<file path="config.mk">
export PLATFORM = sky130hd
export DESIGN_NAME = matmul_ctrl
export DESIGN_NICKNAME = d
export VERILOG_FILES = /design/src/rtl/matmul_ctrl.sv
export SDC_FILE = /design/constraint.sdc
export NUM_CORES = 1
export LEC_CHECK = 0
export CAP_MARGIN = 30
export CORE_ASPECT_RATIO = 1.25
export CORE_MARGIN = 5
export CORE_UTILIZATION = 48
export DETAILED_ROUTE_END_ITERATION = 10
export GPL_TIMING_DRIVEN = 0
export PLACE_DENSITY = 0.79
export SLEW_MARGIN = 20
export SYNTH_ARGS = -nofsm -noshare
export SYNTH_HDL_FRONTEND = slang
export SYNTH_SLANG_ARGS = --single-unit
</file>
<file path="constraint.sdc">
create_clock -name clk_i -period 3.19 [get_ports clk_i]
set_clock_uncertainty 0.2 [all_clocks]
set_input_delay 0.638 -clock clk_i [delete_from_list [all_inputs] [get_ports clk_i]]
set_output_delay 0.638 -clock clk_i [all_outputs]
set_load 0.02 [all_outputs]
</file>
<file path="src/rtl/matmul_ctrl.sv">
// Matrix-multiply sequencer: clear, feed operand rows, flush, write results.
// Ports: clk_i/rst_i, start_i/dim_i/sp_tgt_i command in; busy_o, PE controls,
//   operand read and result write strobes, done_o, ovl_err_o, perf_cnt_o.
// Optional: define MATMUL_CTRL_PERF_EN to enable the busy-cycle counter.
module matmul_ctrl #(
  parameter int DATA_WIDTH  = 8,
  parameter int BUS_WIDTH   = 32,
  parameter int SP_NTARGETS = 4,
  parameter int DIM         = BUS_WIDTH / DATA_WIDTH
) (
  input  logic                           clk_i,
  input  logic                           rst_i,
  input  logic                           start_i,
  input  logic [$clog2(DIM)-1:0]         dim_i,
  input  logic [$clog2(SP_NTARGETS)-1:0] sp_tgt_i,
  output logic                           busy_o,
  output logic                           pe_clr_o,
  output logic                           op_rd_en_o,
  output logic [$clog2(DIM)-1:0]         op_idx_o,
  output logic                           pe_shift_o,
  output logic                           zero_inj_o,
  output logic                           res_wr_en_o,
  output logic [$clog2(DIM)-1:0]         res_idx_o,
  output logic [$clog2(SP_NTARGETS)-1:0] sp_sel_o,
  output logic                           done_o,
  output logic                           ovl_err_o,
  output logic [15:0]                    perf_cnt_o
);

  localparam int IW = $clog2(DIM);
  localparam int CW = $clog2(2 * DIM) + 1;

  typedef enum logic [2:0] {
    S_IDLE,
    S_CLEAR,
    S_FEED,
    S_FLUSH,
    S_WRITE,
    S_DONE
  } state_t;

  state_t        state_q;
  state_t        state_d;
  logic [CW-1:0] cnt_q;
  logic [CW-1:0] cnt_d;
  logic [CW-1:0] n_q;
  logic          accept;

  logic          busy_d;
  logic          clr_d;
  logic          rd_d;
  logic [IW-1:0] op_idx_d;
  logic          shift_d;
  logic          zero_d;
  logic          wr_d;
  logic [IW-1:0] res_idx_d;
  logic          done_d;
  logic          ovl_d;

  assign accept = (state_q == S_IDLE) && start_i;

  always_comb begin
    state_d = state_q;
    cnt_d   = cnt_q + CW'(1);
    unique case (state_q)
      S_IDLE: begin
        cnt_d = '0;
        if (start_i) state_d = S_CLEAR;
      end
      S_CLEAR: begin
        cnt_d   = '0;
        state_d = S_FEED;
      end
      S_FEED: begin
        // n reads plus one trailing shift for the read latency
        if (cnt_q == n_q) begin
          cnt_d   = '0;
          state_d = (n_q == CW'(1)) ? S_WRITE : S_FLUSH;
        end
      end
      S_FLUSH: begin
        if (cnt_q == (n_q << 1) - CW'(3)) begin
          cnt_d   = '0;
          state_d = S_WRITE;
        end
      end
      S_WRITE: begin
        if (cnt_q == n_q - CW'(1)) begin
          cnt_d   = '0;
          state_d = S_DONE;
        end
      end
      S_DONE: begin
        cnt_d   = '0;
        state_d = S_IDLE;
      end
      default: begin
        cnt_d   = '0;
        state_d = S_IDLE;
      end
    endcase

    // outputs decoded from the next state so they register in step with it
    busy_d    = (state_d != S_IDLE);
    clr_d     = (state_d == S_CLEAR);
    rd_d      = (state_d == S_FEED) && (cnt_d < n_q);
    op_idx_d  = rd_d ? IW'(cnt_d) : '0;
    shift_d   = ((state_d == S_FEED) && (cnt_d != '0))
              || (state_d == S_FLUSH);
    zero_d    = (state_d == S_FLUSH);
    wr_d      = (state_d == S_WRITE);
    res_idx_d = wr_d ? IW'(cnt_d) : '0;
    done_d    = (state_d == S_DONE);
    ovl_d     = start_i && (state_q != S_IDLE);
  end

  always_ff @(posedge clk_i or posedge rst_i) begin
    if (rst_i) begin
      state_q     <= S_IDLE;
      cnt_q       <= '0;
      n_q         <= '0;
      sp_sel_o    <= '0;
      busy_o      <= 1'b0;
      pe_clr_o    <= 1'b0;
      op_rd_en_o  <= 1'b0;
      op_idx_o    <= '0;
      pe_shift_o  <= 1'b0;
      zero_inj_o  <= 1'b0;
      res_wr_en_o <= 1'b0;
      res_idx_o   <= '0;
      done_o      <= 1'b0;
      ovl_err_o   <= 1'b0;
    end else begin
      state_q     <= state_d;
      cnt_q       <= cnt_d;
      if (accept) begin
        n_q      <= CW'(dim_i) + CW'(1);
        sp_sel_o <= sp_tgt_i;
      end
      busy_o      <= busy_d;
      pe_clr_o    <= clr_d;
      op_rd_en_o  <= rd_d;
      op_idx_o    <= op_idx_d;
      pe_shift_o  <= shift_d;
      zero_inj_o  <= zero_d;
      res_wr_en_o <= wr_d;
      res_idx_o   <= res_idx_d;
      done_o      <= done_d;
      ovl_err_o   <= ovl_d;
    end
  end

`ifdef MATMUL_CTRL_PERF_EN
  logic [15:0] perf_q;

  always_ff @(posedge clk_i or posedge rst_i) begin
    if (rst_i) begin
      perf_q <= '0;
    end else if (accept) begin
      perf_q <= '0;
    end else if (busy_o && (perf_q != 16'hFFFF)) begin
      perf_q <= perf_q + 16'd1;
    end
  end

  assign perf_cnt_o = perf_q;
`else
  assign perf_cnt_o = '0;
`endif

endmodule

</file>
# --- After elaboration in Yosys (flattened, before gate mapping) ---
# Index checks and enable logic that the tools add are counted.
word_totals:
  reg_bits: 25
  input_bits: 7
  wordCells: 53
op_classes:
  addsub: 4
  order_cmp: 1
  eq_ne: 13
  muxes: 12
  n_reduce_logical: 9
op_table:
  columns: ["op", "n"]
  rows:
  - ["$mux W3", 5]
  - ["$pmux W3 S5", 1]
  - ["$eq A3 B2 Y1 const B", 4]
  - ["$eq A4 B4 Y1", 3]
  - ["$mux W4", 3]
  - ["$pmux W4 S3", 1]
  - ["$eq A3 B3 Y1 const B", 3]
  - ["$eq A3 B1 Y1 const B", 2]
  - ["$reduce_bool A3 Y1", 2]
  - ["$add A4 B1 Y4 const B", 1]
  - ["$eq A4 B1 Y1 const B", 1]
  - ["$logic_and A1 B1 Y1", 4]
  - ["$lt A4 B4 Y1", 1]
  - ["$mux W2", 2]
  - ["$reduce_bool A4 Y1", 1]
  - ["$sub A4 B1 Y4 const B", 1]
  - ["$sub A4 B2 Y4 const B", 1]
  - ["$add A2 B1 Y3 const B", 1]
  - ["$logic_not A3 Y1", 1]
  - ["$logic_or A1 B1 Y1", 1]

# --- Logic depth before layout (Yosys ltp) ---
# Gate-level depths: netlist of the first run.
logic_depth:
  ltp_word: 7
  mapped_depth: 12
  mapped_depth_nobuf: 12

# --- Worst setup path before layout of the first run ---
# Ideal clock, no wire load.
synth_path:
  path_kind: "register -> register"
  startpoint: "register n_q[0]"
  endpoint: "register op_idx_o[0]"
  setup_time_ps: 96
  arrival_ps: 2507
  t_required_ps: 2894
  path_slack_ps: 388
  path_stages_with_launch: 13
  path_buffers: 0
  period_less_slack_ps: 2802
  path_cell_list: "dfrtp_1 > inv_1 > ha_1 > xnor3_1 > nand3_2 > o21ba_2 > o21ai_1 > inv_1 > ha_1 > a21o_1 > a21oi_1 > o21ai_1 > nor4_2"
synth_between:
  elab_chain_cells: 7
  elab_cells_between_ends: 19
  classes_between: "2 x add/sub; 1 x order compare; 5 x eq/ne; 10 x mux; 1 x reduce/logical"
synth_rtl:
  columns: ["element", "line", "text"]
  rows:
  - ["start, declared", "46", "logic [CW-1:0] n_q;"]
  - ["start signal, assigned", "137", "n_q <= CW'(dim_i) + CW'(1);"]
  - ["$sub A4 B1 Y4 / $sub A4 B2 Y4 (equally long branches)", "88, 82", null]
  - ["$eq A4 B4 Y1 (on tied branches)", "88, 82", null]
  - ["$mux W4 (on tied branches)", "88, 82", null]
  - ["$pmux W4 S3 (*)", "65", "unique case (state_q)"]
  - ["via cnt_d[1]", "45", "logic [CW-1:0] cnt_d;"]
  - ["$lt A4 B4 Y1 (*)", "106", "rd_d = (state_d == S_FEED) && (cnt_d < n_q);"]
  - ["$logic_and A1 B1 Y1 (*)", "106", null]
  - ["$mux W2 (*)", "107", "op_idx_d = rd_d ? IW'(cnt_d) : '0;"]
  - ["via op_idx_d[0]", "52", "logic [IW-1:0] op_idx_d;"]
  - ["end signal, assigned", "143", "op_idx_o <= op_idx_d;"]
  - ["end, declared", "19", "output logic [$clog2(DIM)-1:0] op_idx_o,"]
# Mark *: on every way through the listed nets, which the timed path passes. The rest lies on a longest branch.
# A chain may end at the register's enable or synchronous reset.

# --- Worst setup path after layout of the first run ---
# Same ends and word-level chain as after synthesis.

==> flow_summary.toml, run 1 <==
[run_status]
status = "finished, final reports clean"

[floorplanning]
start_util = 0.4909
die_y_microns = 70.79
dieArea_sq_um = 4150
num_rows = 22
boundaryPins = 37
fp.coreArea_sq_um = 2890
die_x_microns = 58.63

[finish]
drive_gt1_frac = 0.2971
nets = 191
area_delta_synth_final_pct = 28.22
nFillCells = 239
finalNonFillerCells = 211
layout_commonest_cell = "dfrtp_1"
layout_common_cells = "dfrtp_1, buf_4, clkdlybuf4s50_1"
fin_area_sq_um = 1819
antenna_cells = 0

[setup_path]
crit_arrival_ns = 3.05
end_kind = "flop"
cp.required_ns = 3.23
cpMaxStageDelayCell = "dfrtp_2"
cp-start-kind = "flop"
max_stage_delay_ns = 0.47
worstSetupPathType = "reg2reg"
crit_fanout = 7
worstPathCellList = "inv_1, ha_1, xnor3_1, nand3_2, o21ba_2, o21ai_2, inv_1, ha_1, a21o_1, a21oi_2, o21ai_2, nor4_2"

[power_and_ir_drop]
p_leak_nw = 0.9133
clockPowerShare = 0.090
p_comb_frac = 0.634
p_switching_uw = 816.6
seqPwrFrac = 0.276
swShare = 0.4505
p_per_area_nw_per_um2 = 996.4
p_int_uw = 996.0
vdd_ir_drop_max_mv = 0.5459

[detailed_routing]
drcViolationCount = 0
viasPerCell = 4.825
drt_iter0_drc = 16
wl_met1_mm = 1.042
postRouteAntennaNets = 0
top_layer = "met4"
met3_length_microns = 117
wl_met2_mm = 1.481
finalWirelength_mm = 2.720
wl_per_cell_microns = 12.89
vias = 1018
dr.pass1.iters = 4

[logic_synthesis]
synth-seq-cells = 24
syn-instance-count = 132
synth_edf_count = 0
synthesis.area_sq_um = 1419
synth_cell_types = 43
async_flop_share = 1.000
ys_warn_count = 0
synthFlopType = "dfrtp_1"
ys_seq_area_frac = 0.4233
avgSynthCellArea_sq_um = 10.75

[flow_run]
drv_cap = 0

[sta]
setup_violations = 0
fin_crit_ns = 3.007
hold_viol_final = 0
setup_tns_ns = 0
min_period_over_period = 0.9426
timing.fmax_mhz = 332.6
grt_setup_unrepaired = "no"
slew_violations = 0

[grt]
grt_use_total = 0.1467
grt_first_pass_wirelength_mm = 4.698
antenna_found_initial = 0
grt_max_degree = 25
grt_pass1_vias = 1072
overflow = 0

[place]
postPlaceCellArea_sq_um = 1720
post-dp-hpwl_mm = 2.064
io_buffers = 20
gp_congestion = 0.8227
dp.cells = 203

[worst_hold_path]
hold_path_class = "reg2reg"

[cts]
cts_tree = "built"
path_clk_slew_ns = 0.13
htreeDepth = 1
cts_num_sinks = 24
cts_buffer_depth = 2
clock_latency_ns = 0.32
cts_root_buf = "clkbuf_4"
cts_buffers = 3
-- timing repair --
action | in CTS | in global routing
resized for setup | 2 | 5
buffers inserted | 0 | 3
setup endpoints to repair | 3 | 3
hold buffers | 0 | 0
-- critical path: cells and delay by family (launching register included) --
kind                       cells  cell delay (ns)
AOI/OAI and AO/OA              5             0.92
xor gates and xnor gates       1             0.31
adders and majority gates      2             0.52
buffers and inverters          2             0.17
DFF                            1             0.47
and+or+nand+nor                2             0.33
-- path summary, 6_finish.rpt --
path                              from           to  slack (ns)  depth (start not counted)
min reg2reg                sp_sel_o[0]  sp_sel_o[0]        0.32                          1
min in group asynchronous        rst_i       done_o        0.36                          2
max in group asynchronous        rst_i     cnt_q[2]        2.03                          3
max                             n_q[0]  op_idx_o[0]        0.18                         12
max reg2reg                     n_q[0]  op_idx_o[0]        0.18                         12
min                        sp_sel_o[0]  sp_sel_o[0]        0.32                          1
-- sequential cells by signal, summed over array words and instances (netlist names) --
register     cells
op_rd_en_o       1
res_idx_o        2
zero_inj_o       1
state_q          3
busy_o           1
res_wr_en_o      1
sp_sel_o         2
pe_shift_o       1
op_idx_o         2
cnt_q            4
done_o           1
ovl_err_o        1
n_q              3
pe_clr_o         1
-- kinds of logic (layout without fill, tap and decap cells) --
logic type               count (synthesis)  count (layout)  synth area share
adder cells (fa/ha/maj)                  8               8           0.07055
XOR/XNOR                                11              11           0.08290
AND/OR/NAND/NOR                         36              36            0.1684
other                                    1              16          0.002643
multiplexers                             2               2           0.01587
AO/OA/AOI/OAI                           20              20            0.1094
buffers and inverters                   30              58            0.1270
flip-flops                              24              24            0.4233
-- routing by layer --
| metal | GRT usage | up-vias |
|---|---|---|
| met5 | 0 | - |
| met4 | 0.08816 | 0 |
| met3 | 0.02190 | 8 |
| met2 | 0.2584 | 29 |
| met1 | 0.1618 | 488 |
| li1 | - | 493 |
-- cell type report --
cell class	count	area, sq um	share of cell area
plain buffers	20	142.6	0.07840
clock buffers	4	36.28	0.01995
inverters	10	37.54	0.02063
multi-input cells	93	705.7	0.3879
flip-flops and latches	24	601.8	0.3308
well taps	36	45.04	0.02476
repair buffers	24	250.2	0.1376
-- power groups by stage --
| stage | registers, mW | clock network (mW) | logic, mW |
|---|---|---|---|
| 3_3_place_gp | 0.498 | 0 | 1.03 |
| 6_report | 0.501 | 0.163 | 1.15 |
| 2_1_floorplan | 0.562 | 0 | 0.732 |
| 3_5_place_dp | 0.506 | 0 | 1.07 |
| 5_1_grt | 0.519 | 0.177 | 1.26 |
| 4_1_cts | 0.500 | 0.166 | 1.09 |
-- cell usage after synthesis, types with 3 or more instances --
cell type / instances / area [sq um]
dfrtp_1: 24 / 600.6
buf_4: 17 / 127.6
inv_1: 9 / 33.78
ha_1: 8 / 100.1
nor2_1: 8 / 30.03
xor2_1: 6 / 52.55
nand2_1: 5 / 18.77
nor2b_1: 4 / 25.02
buf_2: 3 / 15.01
nor3_1: 3 / 15.01
xnor2_1: 3 / 26.28
-- stage by stage --
stage	util	worst slack, ns	power, mW	hold slack (ns)
5_1_grt	0.6294	0.006364	1.959	0.3497
4_1_cts	0.6082	0.02063	1.755	0.3282
3_5_place_dp	0.5952	0.02609	1.574	0.2981
2_1_floorplan	-	0.3878	1.294	0.3335
3_3_place_gp	0.5952	0.07864	1.533	0.2891
6_report	0.6294	0.1831	1.813	0.3245
Power figures use the tool's default switching activity.
==> run 2: changes to the inputs <==
--- a/config.mk
+++ b/config.mk
@@ -8,10 +8,10 @@
 export CAP_MARGIN = 30
 export CORE_ASPECT_RATIO = 1.25
 export CORE_MARGIN = 5
-export CORE_UTILIZATION = 48
+export CORE_UTILIZATION = 52
 export DETAILED_ROUTE_END_ITERATION = 10
 export GPL_TIMING_DRIVEN = 0
-export PLACE_DENSITY = 0.79
+export PLACE_DENSITY = 0.85
 export SLEW_MARGIN = 20
 export SYNTH_ARGS = -nofsm -noshare
 export SYNTH_HDL_FRONTEND = slang
==> constraint.sdc (replaced) <==
create_clock -name clk_i -period 3.8 [get_ports clk_i]
set_clock_uncertainty 0.2 [all_clocks]
set_input_delay 0.76 -clock clk_i [delete_from_list [all_inputs] [get_ports clk_i]]
set_output_delay 0.76 -clock clk_i [all_outputs]
set_load 0.02 [all_outputs]
==> flow_summary.toml, run 2 (synthesis results as in run 1) <==
[run_status]
status = "finished, final reports clean"

[place]
post-dp-hpwl_mm = 2.098
dp_slack_ns = 0.6588
io_buffers = 20
postPlaceCellArea_sq_um = 1718
gp_congestion = 0.8129

[grt]
grt_pass1_vias = 993
antenna_found_initial = 0
overflow = 0
grt_use_total = 0.1519
grt_first_pass_wirelength_mm = 4.436
grt_max_degree = 25

[finish]
antenna_cells = 0
layout_commonest_cell = "dfrtp_1"
top_regs = "cnt_q x4, n_q x3, state_q x3"
fin_area_sq_um = 1782
largest_reg_flops = 4
area_delta_synth_final_pct = 25.57
layout_common_cells = "dfrtp_1, clkdlybuf4s50_1, buf_4"
seqCellArea_sq_um = 600.6
drive_gt1_frac = 0.2500
multi_input_area_sq_um = 694.4
nets = 188
nFillCells = 201
top_register = "cnt_q"

[sta]
hold_viol_final = 0
grt_setup_unrepaired = "no"
min_period_over_period = 0.8429
fin_ws_ns = 0.5971
timing.fmax_mhz = 312.2
fin_crit_ns = 3.203
setup_violations = 0
setup_tns_ns = 0
slew_violations = 0

[setup_path]
startpoint = "n_q[0]"
max_stage_delay_ns = 0.53
end_kind = "flop"
worstPathCellList = "inv_1, ha_1, xnor3_1, nand3_2, o21ba_2, o21ai_1, inv_1, ha_1, a21o_1, a21oi_1, o21ai_1, nor4_2"
worstSetupPathType = "reg2reg"
critPathTopFamily = "compound AO/OA/AOI/OAI gates"
cp-start-kind = "flop"
reg2reg_slack_ns = 0.60
cp.required_ns = 3.82
rr_endpoint = "op_idx_o[0]"
cp.buffers_inverters = 2
crit_fanout = 7
crit_arrival_ns = 3.22
cpMaxStageDelayCell = "dfrtp_1"
reg2regPathDepth = 12
reg2reg_from = "n_q[0]"

[detailed_routing]
wl_per_cell_microns = 13.87
postRouteAntennaNets = 0
drt_iter0_drc = 22
finalWirelength_mm = 2.858
vias = 1012
dr.pass1.iters = 5
viasPerCell = 4.913
drcViolationCount = 0

[worst_hold_path]
hold_depth = 1
hold_path_class = "reg2reg"
min_from = "sp_sel_o[1]"
whs_endpoint = "sp_sel_o[1]"

[floorplanning]
fp.coreArea_sq_um = 2654
die_x_microns = 56.72
num_rows = 21
boundaryPins = 37
die_y_microns = 68.40
start_util = 0.5347
dieArea_sq_um = 3880

[power_and_ir_drop]
vdd_ir_drop_max_mv = 0.3594
p_per_area_nw_per_um2 = 822.7
power_mw = 1.466
p_leak_nw = 0.8981

[cts]
cts_num_sinks = 24
cts_buffers = 3
cts_resized = 0
cts_root_buf = "clkbuf_4"
cts_hold_buf = 0
htreeDepth = 1
path_clk_slew_ns = 0.12
cts_buffer_depth = 2
cts_tree = "built"
post_cts_buffers = 0
clock_latency_ns = 0.31

[flow_run]
drv_cap = 0
## run 2: changes by cell type in the layout (fill, tap and decap cells not counted)
cell	previous run	this run
a21boi_0	0	1
a21boi_1	1	0
a21oi_1	1	2
a21oi_2	1	0
buf_4	20	17
dfrtp_1	23	24
dfrtp_2	1	0
inv_1	7	9
inv_2	3	1
o21ai_1	0	2
o21ai_2	2	0
## run 2: how the worst max path moves through the flow
| stage | depth (start not counted) | endpoint |
|---|---|---|
| 2_1_floorplan | 12 | op_idx_o[0] |
| 3_3_place_gp | 12 | op_idx_o[1] |
| 3_5_place_dp | 12 | op_idx_o[0] |
| 4_1_cts | 12 | op_idx_o[0] |
| 5_1_grt | 12 | op_idx_o[1] |
| 6_report | 12 | op_idx_o[0] |
## run 2: worst reg2reg max path, cell delays in order, from the launching register on
cell and delay, ns:
dfrtp_1 0.53, inv_1 0.11, ha_1 0.23, xnor3_1 0.29, nand3_2 0.11, o21ba_2 0.29
o21ai_1 0.24, inv_1 0.09, ha_1 0.31, a21o_1 0.19, a21oi_1 0.15, o21ai_1 0.14
nor4_2 0.23
## run 2: area by class of cell
type,count,share of cell area
sequential,24,0.3371
tap,34,0.02388
multi-input combinational,93,0.3897
timing repair buffer,21,0.1278
buffer,20,0.08006
inverter,10,0.02107
clock buffer,4,0.02037
## run 2: layer usage
layer  track usage  wire, microns
met1        0.1655           1058
met2        0.2861           1566
met3       0.02830            174
met4       0.06825             58
met5             0              0
## run 2: per-stage QoR
| step | hold slack, ns | utilization | std cells |
|---|---|---|---|
| finish | 0.3276 | 0.6714 | 206 |
| global route | 0.3510 | 0.6714 | 206 |
| CTS | 0.3237 | 0.6610 | 205 |
| detailed placement | 0.3009 | 0.6473 | 201 |
| global placement | 0.2876 | 0.6473 | 201 |
| floorplan | 0.3335 | - | 147 |
## run 2: report_power, final
part           switching, mW  internal [mW]
combinational          0.521          0.394
clock                 0.0708         0.0585
sequential            0.0727          0.348
total                  0.664          0.801
